[src/rtl/fp_add_scheduler.sv]
// Round-robin scheduler sharing one fp_adder between NREQ requesters, with in-order tagged responses.
// Define FP_ADD_SCHED_PERF_EN to add the perf_issued / perf_stall counters.
module fp_add_scheduler #(
    parameter int NREQ      = 2,
    parameter int RSP_DEPTH = 4,
    parameter int ADD_LAT   = 0,
    localparam int IDW      = $clog2(NREQ)
) (
    input  logic                 clk,
    input  logic                 rst,
    input  logic [NREQ-1:0]      req_valid,
    output logic [NREQ-1:0]      req_ready,
    input  logic [NREQ*32-1:0]   req_a,
    input  logic [NREQ*32-1:0]   req_b,
    input  logic [NREQ*3-1:0]    req_rmode,
    output logic                 add_valid,
    output logic [31:0]          add_a,
    output logic [31:0]          add_b,
    output logic [2:0]           add_rmode,
    input  logic [31:0]          add_result,
    input  logic                 add_overflow,
    input  logic                 add_underflow,
    output logic                 rsp_valid,
    input  logic                 rsp_ready,
    output logic [IDW-1:0]       rsp_id,
    output logic [31:0]          rsp_result,
    output logic                 rsp_overflow,
    output logic                 rsp_underflow,
    output logic                 rsp_err,
    input  logic                 flush_req,
    input  logic                 resume,
    output logic                 halted
`ifdef FP_ADD_SCHED_PERF_EN
    ,
    output logic [31:0]          perf_issued,
    output logic [31:0]          perf_stall
`endif
);

    localparam int CW = $clog2(RSP_DEPTH + 1);
    localparam int AW = $clog2(RSP_DEPTH);

    typedef enum logic [1:0] {RUN, DRAIN, HALT} state_t;

    typedef struct packed {
        logic [IDW-1:0] id;
        logic           err;
        logic           ovf;
        logic           unf;
        logic [31:0]    result;
    } rsp_t;

    state_t             state;
    logic               halted_q;
    logic [IDW-1:0]     last_id;
    logic [CW-1:0]      inflight, inflight_nxt;
    logic [CW-1:0]      fifo_count, fifo_count_nxt;
    logic [AW-1:0]      wr_ptr, rd_ptr;
    rsp_t               mem [RSP_DEPTH];
    rsp_t               head;

    logic [ADD_LAT:0]   tag_v;
    logic [ADD_LAT:0]   tag_err;
    logic [IDW-1:0]     tag_id [ADD_LAT+1];

    logic [31:0]        add_a_q, add_b_q;
    logic [2:0]         add_rmode_q;

    logic               credit_ok, can_issue, accept, push, pop, found;
    logic [NREQ-1:0]    grant;
    logic [IDW-1:0]     win_id;
    logic [2:0]         win_rmode;
    logic               win_err;
    int                 idx;

    // Credits cover both ops still in the adder and results waiting in the FIFO.
    assign credit_ok = ({1'b0, inflight} + {1'b0, fifo_count}) < (CW+1)'(RSP_DEPTH);
    assign can_issue = !rst && (state == RUN) && credit_ok;

    always_comb begin
        grant  = '0;
        win_id = '0;
        found  = 1'b0;
        idx    = 0;
        for (int k = 1; k <= NREQ; k++) begin
            idx = int'(last_id) + k;
            if (idx >= NREQ) idx = idx - NREQ;
            if (!found && req_valid[idx]) begin
                found  = 1'b1;
                win_id = IDW'(idx);
            end
        end
        if (found && can_issue) grant[win_id] = 1'b1;
    end

    assign req_ready = grant;
    assign accept    = |grant;
    assign win_rmode = req_rmode[win_id*3 +: 3];
    assign win_err   = (win_rmode > 3'd4);

    assign push           = tag_v[ADD_LAT];
    assign rsp_valid      = !rst && (fifo_count != '0);
    assign pop            = rsp_valid && rsp_ready;
    assign inflight_nxt   = inflight + CW'(accept) - CW'(push);
    assign fifo_count_nxt = fifo_count + CW'(push) - CW'(pop);

    always_ff @(posedge clk) begin
        if (rst) begin
            state       <= RUN;
            halted_q    <= 1'b0;
            last_id     <= IDW'(NREQ - 1);
            inflight    <= '0;
            fifo_count  <= '0;
            wr_ptr      <= '0;
            rd_ptr      <= '0;
            tag_v       <= '0;
            add_a_q     <= '0;
            add_b_q     <= '0;
            add_rmode_q <= '0;
        end else begin
            tag_v[0] <= accept;
            for (int k = 1; k <= ADD_LAT; k++) tag_v[k] <= tag_v[k-1];
            if (accept) begin
                last_id     <= win_id;
                add_a_q     <= req_a[win_id*32 +: 32];
                add_b_q     <= req_b[win_id*32 +: 32];
                add_rmode_q <= win_err ? 3'b000 : win_rmode;
            end
            inflight   <= inflight_nxt;
            fifo_count <= fifo_count_nxt;
            if (push) wr_ptr <= wr_ptr + AW'(1);
            if (pop)  rd_ptr <= rd_ptr + AW'(1);
            // Drain completes on the edge that retires the last outstanding op.
            case (state)
                RUN:   if (flush_req) state <= DRAIN;
                DRAIN: if (inflight_nxt == '0 && fifo_count_nxt == '0) begin
                    state    <= HALT;
                    halted_q <= 1'b1;
                end
                HALT:  if (resume) begin
                    state    <= RUN;
                    halted_q <= 1'b0;
                end
                default: state <= RUN;
            endcase
        end
    end

    always_ff @(posedge clk) begin
        tag_id[0]  <= win_id;
        tag_err[0] <= win_err;
        for (int k = 1; k <= ADD_LAT; k++) begin
            tag_id[k]  <= tag_id[k-1];
            tag_err[k] <= tag_err[k-1];
        end
        if (push) mem[wr_ptr] <= '{tag_id[ADD_LAT], tag_err[ADD_LAT], add_overflow, add_underflow, add_result};
    end

    assign head          = mem[rd_ptr];
    assign rsp_id        = rsp_valid ? head.id     : '0;
    assign rsp_err       = rsp_valid ? head.err    : 1'b0;
    assign rsp_overflow  = rsp_valid ? head.ovf    : 1'b0;
    assign rsp_underflow = rsp_valid ? head.unf    : 1'b0;
    assign rsp_result    = rsp_valid ? head.result : '0;

    assign add_valid = tag_v[0] && !rst;
    assign add_a     = rst ? '0 : add_a_q;
    assign add_b     = rst ? '0 : add_b_q;
    assign add_rmode = rst ? '0 : add_rmode_q;
    assign halted    = halted_q && !rst;

`ifdef FP_ADD_SCHED_PERF_EN
    logic [31:0] issued_q, stall_q;

    always_ff @(posedge clk) begin
        if (rst) begin
            issued_q <= '0;
            stall_q  <= '0;
        end else begin
            if (accept && issued_q != 32'hFFFF_FFFF) issued_q <= issued_q + 32'd1;
            if (state == RUN && |req_valid && !credit_ok && stall_q != 32'hFFFF_FFFF)
                stall_q <= stall_q + 32'd1;
        end
    end

    assign perf_issued = rst ? '0 : issued_q;
    assign perf_stall  = rst ? '0 : stall_q;
`endif

endmodule

[config.mk]
export PLATFORM = sky130hd
export DESIGN_NAME = fp_add_scheduler
export DESIGN_NICKNAME = d
export VERILOG_FILES = /design/src/rtl/fp_add_scheduler.sv
export SDC_FILE = /design/constraint.sdc
export NUM_CORES = 1
export LEC_CHECK = 0
export BUFFER_PORTS_ARGS = -buffer_cell sky130_fd_sc_hd__buf_2
export CAP_MARGIN = 20
export CORE_MARGIN = 8
export CORE_UTILIZATION = 57
export DETAILED_ROUTE_END_ITERATION = 8
export GPL_ROUTABILITY_DRIVEN = 1
export GPL_TIMING_DRIVEN = 0
export HOLD_SLACK_MARGIN = 0.15
export PLACE_DENSITY = 0.9
export SLEW_MARGIN = 40
export SYNTH_ARGS = -nofsm -noshare
export SYNTH_HDL_FRONTEND = slang
export SYNTH_SLANG_ARGS = --single-unit
[constraint.sdc]
create_clock -name clk -period 6.01 [get_ports clk]
set_input_delay 0.9015 -clock clk [delete_from_list [all_inputs] [get_ports clk]]
set_output_delay 0.9015 -clock clk [all_outputs]
set_load 0.005 [all_outputs]
After elaboration in Yosys (flattened, before gate mapping)
Memories as Yosys holds them, arrays and structs flattened. A register that Yosys moved wholly into a read port is not among the register bits.
Index checks and enable logic that the tools add are counted.
- add/subtract/negate cells: 11
- multipliers: 1
- div/mod/pow operators: 0
- magnitude comparators: 8
- equal/unequal tests: 5
- shifts and indexed selects: 3
- mux-type cells: 35
- bitwise operators: 0
- reductions and logical operators: 20
- operator list (operator ; number):
    $mux W32 ; 5
    $shiftx A64 B7 Y32 ; 2
    $lt A32 B3 Y1 const B ; 2
    $mux W1 ; 19
    $mux W2 ; 6
    $logic_and A1 B1 Y1 ; 10
    $add A3 B1 Y3 ; 2
    $logic_not A3 Y1 ; 2
    $mux W3 ; 2
    $ne A2 B2 Y1 const B ; 3
    $pmux W2 S3 ; 1
    $reduce_and A3 Y1 ; 2
    $shiftx A6 B4 Y3 ; 1
    $sub A3 B1 Y3 ; 2
    $add A2 B1 Y2 const B ; 2
    $add A3 B3 Y4 ; 1
    $lt A4 B3 Y1 const B ; 1
    $sub A3 B2 Y4 const B ; 1
    $add A1 B2 Y3 const B ; 1
    $ge A3 B2 Y1 const B ; 1
    $gt A3 B3 Y1 const B ; 1
    $mul A1 B2 Y3 const B ; 1
    $reduce_bool A3 Y1 ; 1
    $sub A2 B2 Y3 const B ; 1
    12 further kinds ; 13
- flip-flop bits (word level): 83
- latch bits: 0
- RAM bits: 145
- memory bits (read-only): 0
- output and inout port bits: 108
- memories: 2
- memory list (memory ; words ; bits a word ; rd ports ; clocked after memory_dff ; wr ports ; line ; RTL):
    mem ; 4 ; 36 ; 1 ; 1 ; 1 ; 59 ; rsp_t mem [RSP_DEPTH];
    tag_id ; 1 ; 1 ; 1 ; 0 ; 1 ; 64 ; logic [IDW-1:0] tag_id [ADD_LAT+1];

Logic depth before layout (Yosys ltp)
- word-level depth: 22
- gate-level depth with buffers: 14

Worst setup path after synthesis
OpenSTA, ideal clock, no wires.
- path kind: input -> register
- from: in rst
- to: reg halted_q
- library setup time: 0.074 ns
- arrival: 3.448 ns
- required time: 5.936 ns
- path slack: 2.487 ns
- stages: 13
- cell sequence: or2_2 clkbuf_1 nor4_4 buf_2 inv_1 ha_1 inv_1 ha_1 inv_1 fa_1 nor3b_1 nand4_1 o21ai_0
- cells in the longest elaborated chain, start to end: 12
- elaborated cells between the ends (all ways): 16
- RTL lines (element ; line ; RTL):
    start, declared ; 10 ; input logic rst,
    $logic_not A1 Y1 ; 78, 102 ;
    $logic_and A1 B1 Y1 (2 in series) ; 78 ; assign can_issue = !rst && (state == RUN) && credit_ok;
    $logic_and A1 B1 Y1 ; 93 ; if (found && can_issue) grant[win_id] = 1'b1;
    $mux W2 ; 93 ;
    $reduce_or A2 Y1 ; 97 ; assign accept = |grant;
    $add A3 B1 Y3 ; 104 ; assign inflight_nxt = inflight + CW'(accept) - CW'(push);
    $sub A3 B1 Y3 ; 104 ;
    $logic_not A3 Y1 ; 136 ; DRAIN: if (inflight_nxt == '0 && fifo_count_nxt == '0) begin
    $logic_and A1 B1 Y1 ; 136 ;
    $ne A2 B2 Y1 (no line) ; n/a ;
    $reduce_and A3 Y1 (no line) ; n/a ;
    end signal, assigned ; 110 ; halted_q <= 1'b0;
    end signal, assigned ; 138 ; halted_q <= 1'b1;
    end signal, assigned ; 142 ; halted_q <= 1'b0;
    end, declared ; 54 ; logic halted_q;
Several ways; a longest one is shown, not always the timed one.
A chain may end at the register's enable or synchronous reset.

Final worst setup path
- from: reg fifo_count[2]
- to: reg halted_q
- cells in the longest elaborated chain, start to end: 12
- elaborated cells between the ends (all ways): 18
- RTL lines (element ; line ; RTL):
    start, declared ; 57 ; logic [CW-1:0] fifo_count, fifo_count_nxt;
    start signal, assigned ; 130 ; fifo_count <= fifo_count_nxt;
    $add A3 B3 Y4 ; 77 ; assign credit_ok = ({1'b0, inflight} + {1'b0, fifo_count}) < (CW+1)'(RSP_DEPTH);
    $lt A4 B3 Y1 ; 77 ;
    $logic_and A1 B1 Y1 ; 78 ;
    $logic_and A1 B1 Y1 ; 93 ;
    $mux W2 ; 93 ;
    $reduce_or A2 Y1 ; 97 ;
    $add A3 B1 Y3 ; 104 ;
    $sub A3 B1 Y3 ; 104 ;
    $logic_not A3 Y1 ; 136 ;
    $logic_and A1 B1 Y1 (*) ; 136 ;
    $ne A2 B2 Y1 (no line) (*) ; n/a ;
    $reduce_and A3 Y1 (no line) (*) ; n/a ;
Mark *: on every way between the ends. The rest lies on a longest branch, timed or not.

==> flow_metrics.tcl <==
set metrics [dict create \
    worst_clock_skew_ns 0.01573 \
    die_w_um 149.5 \
    cts_resized 0 \
    cp_data_required_time_ns 6.44 \
    final.min_clock_period_ns 4.187 \
    synth_fp_nets 906 \
    maxCapViolCount 0 \
    slowest_delay_ns 0.65 \
    ys.flop_type "edfxtp_1" \
    min-delay-start "rd_ptr[1]" \
    rsz0062_at_grt "false" \
    drive_gt1_share_pct 37.19 \
    instances_no_fill 1279 \
    drt_iter0_drc 495 \
    setup_violations 0 \
    area_growth_pct 24.95 \
    ys_ff_latch 230 \
    hold_viol 0 \
    synthMuxAreaShare_pct 15.17 \
    cts.sinks 230 \
    critical_path_peak_fanout 10 \
    vdd.ir_drop.worst_uv 265.6 \
    end_kind "register" \
    cts.hold.buffers_added 0 \
    via_count 7509 \
    tightest_slew_ns 0.8419 \
    power_density_nw_per_um2 386.6 \
    drc 0 \
    numCtsBuffers 24 \
    tns_ns 0 \
    h-tree-depth 1 \
    critical_path.slowest_cell "nor4_4" \
    final_nets 1215 \
    yosys.cell_types.count 43 \
    ios 283 \
    grt_max_degree 37 \
    place_inst 1231 \
    gp_congestion 0.8644 \
    clk_latency_ns 0.50 \
    die-area_um2 22350 \
    r2r-start "fifo_count[2]" \
    portBuffers 282 \
    dpl.hpwl_um 19920 \
    yosys_warnings 0 \
    synth_edf_count 144 \
    crit_arrival_ns 4.62 \
    grt_use_total_pct 24.12 \
    crit_chain "ha_1 -> or4_1 -> clkbuf_1 -> nor4_4 -> buf_2 -> inv_1 -> ha_1 -> inv_1 -> ha_1 -> inv_1 -> fa_1 -> nor3b_1 -> nand4_1 -> o21ai_0" \
    syn_area_um2 10160 \
    antenna_found_initial 4 \
    cts_tree "done" \
    synthAdderAreaFrac_pct 1.626 \
    hold_path_class "reg -> reg" \
    reg2reg_depth 14 \
    cts_setup_buffers 0 \
    drt_first_pass_iters 5 \
    fmax_mhz 238.8 \
    start_kind "register" \
    rows 49 \
    r2r-end "halted_q" \
    vias_per_cell 5.871 \
    async_flop_share_pct 0 \
    drt-total-wl_um 27680 \
    wl_per_cell_um 21.64 \
    grt_pass1_wl_um 42410 \
    grt_pass1_vias 7846 \
    core_um2 17720 \
    synth_top_family_by_area "multiplexers" \
    synth-simple-area-share_pct 8.473 \
    die_h_um 149.5 \
    status "finished clean" \
    clkTransAtPathRegs_ns 0.05 \
    cts_buffer_depth 3 \
    finalCritPeriodShare_pct 69.67 \
    syn_inst 719 \
    reg2reg_slack_ns 1.82 \
    yosysSeqAreaShare_pct 59.51 \
    synth_area_per_cell_um2 14.13 \
    holdPathStages 1 \
    synth_compound_area_share_pct 11.44 \
    cts-root-buf "clkbuf_16" \
    slew_violations 0 \
    drtAntennaViolNets 0 \
    leakagePower_nw 4.953 \
    grt_overflow_total 0 \
    holdPathEnd "rd_ptr[1]" \
    start_util_pct 57.34 \
    worstSetupPathType "reg -> reg" \
    relSlewSlack_pct 43.66 \
    synth_xor_xnor_area_share_pct 0.5296 \
]
-- layer usage --
metal / wire length [um] / global-route usage, % / part of all wire (%)
met1: 10530 / 28.30 / 38
met2: 14120 / 43.02 / 51
met3: 2362 / 5.715 / 8.5
met4: 654 / 7.118 / 2.4
met5: 13 / 0 / 0.047
-- through the flow --
step                      cell area (um2)  util, %  hold slack (ns)  setup slack [ns]  power, mW
after CTS                           12680    71.59           0.4753             1.793      4.928
after global routing                12690    71.63           0.5070             1.556      5.140
final                               12690    71.65           0.4693             1.823      4.908
after detailed placement            11880    67.04           0.4655             1.689      3.430
after global placement              11860    66.92           0.4497             1.763      3.377
after floorplan                     10160        -           0.4292             2.487      2.940
-- power by group --
group          internal (mW)  total (mW)  switching [mW]
clock                  0.916        1.51           0.591
combinational          0.636        1.36           0.726
sequential              1.93        2.04           0.110
-- registers in the layout (all words and copies together) (netlist names), named ones only --
signal / cells
tag_id: 1
fifo_count: 3
state: 2
add_b_q: 32
add_rmode_q: 3
mem: 144
halted_q: 1
wr_ptr: 2
add_a_q: 32
inflight: 3
tag_err: 1
last_id: 1
push: 1
rd_ptr: 2
-- cell type report --
type,count,area [um2]
diodes,4,10.01
plain buffers,70,281.5
clock buffers,34,679.4
clock inverters,10,126.4
fillers,1148,5024
inverters,13,48.80
multi-input cells,406,3800
flip-flops and latches,230,6046
well taps,229,286.5
repair buffers,283,1416
-- worst max-delay path: cells and delay by family, from the launching register on --
kind                       cells  cell delay, ns
DFF                            1            0.40
buffers and inverters          5            0.75
and+or+nand+nor                4            1.57
adders and majority gates      4            1.21
AOI/OAI and AO/OA              1            0.17
-- worst max path at each step --
stage,from,to,slack (ns),cells after the start
global placement,rst,halted_q,1.76,14
detailed placement,rst,halted_q,1.69,14
CTS,fifo_count[2],halted_q,1.79,14
finish,fifo_count[2],halted_q,1.82,14
floorplan,rst,halted_q,2.49,13
global route,fifo_count[2],halted_q,1.56,14
-- placed cells by master (no fill, tap or decap), types with 14 or more instances in the layout --
master and instances:
nor2b_1 70, clkbuf_1 58, mux2i_1 64, a211oi_1 62
dfxtp_1 86, edfxtp_1 144, clkbuf_16 25, and2_1 37
nor2_1 14, a41oi_1 62, mux4_2 36, buf_2 298
-- cells in the mapped netlist (all sizes together) (4+ instances only) --
cell    number  area share (%)
edfxtp     144              43
dfxtp       86              17
nor2b       70             4.3
mux2i       64             6.3
a211oi      62             4.6
a41oi       62             5.3
clkbuf      51             1.9
and2        41             2.5
mux4        36             8.0
buf         19            0.89
nor2        14            0.52
inv         13            0.48
ha          10             1.2
mux2         8            0.89
o41a         4            0.44
-- cell families after synthesis --
family | Yosys count
AOI/OAI and AO/OA | 142
adders and majority gates | 12
buffers and inverters | 83
muxes | 108
xor gates and xnor gates | 3
DFF | 230
and+or+nand+nor | 141
No activity file was read; power rests on OpenSTA's default activity.
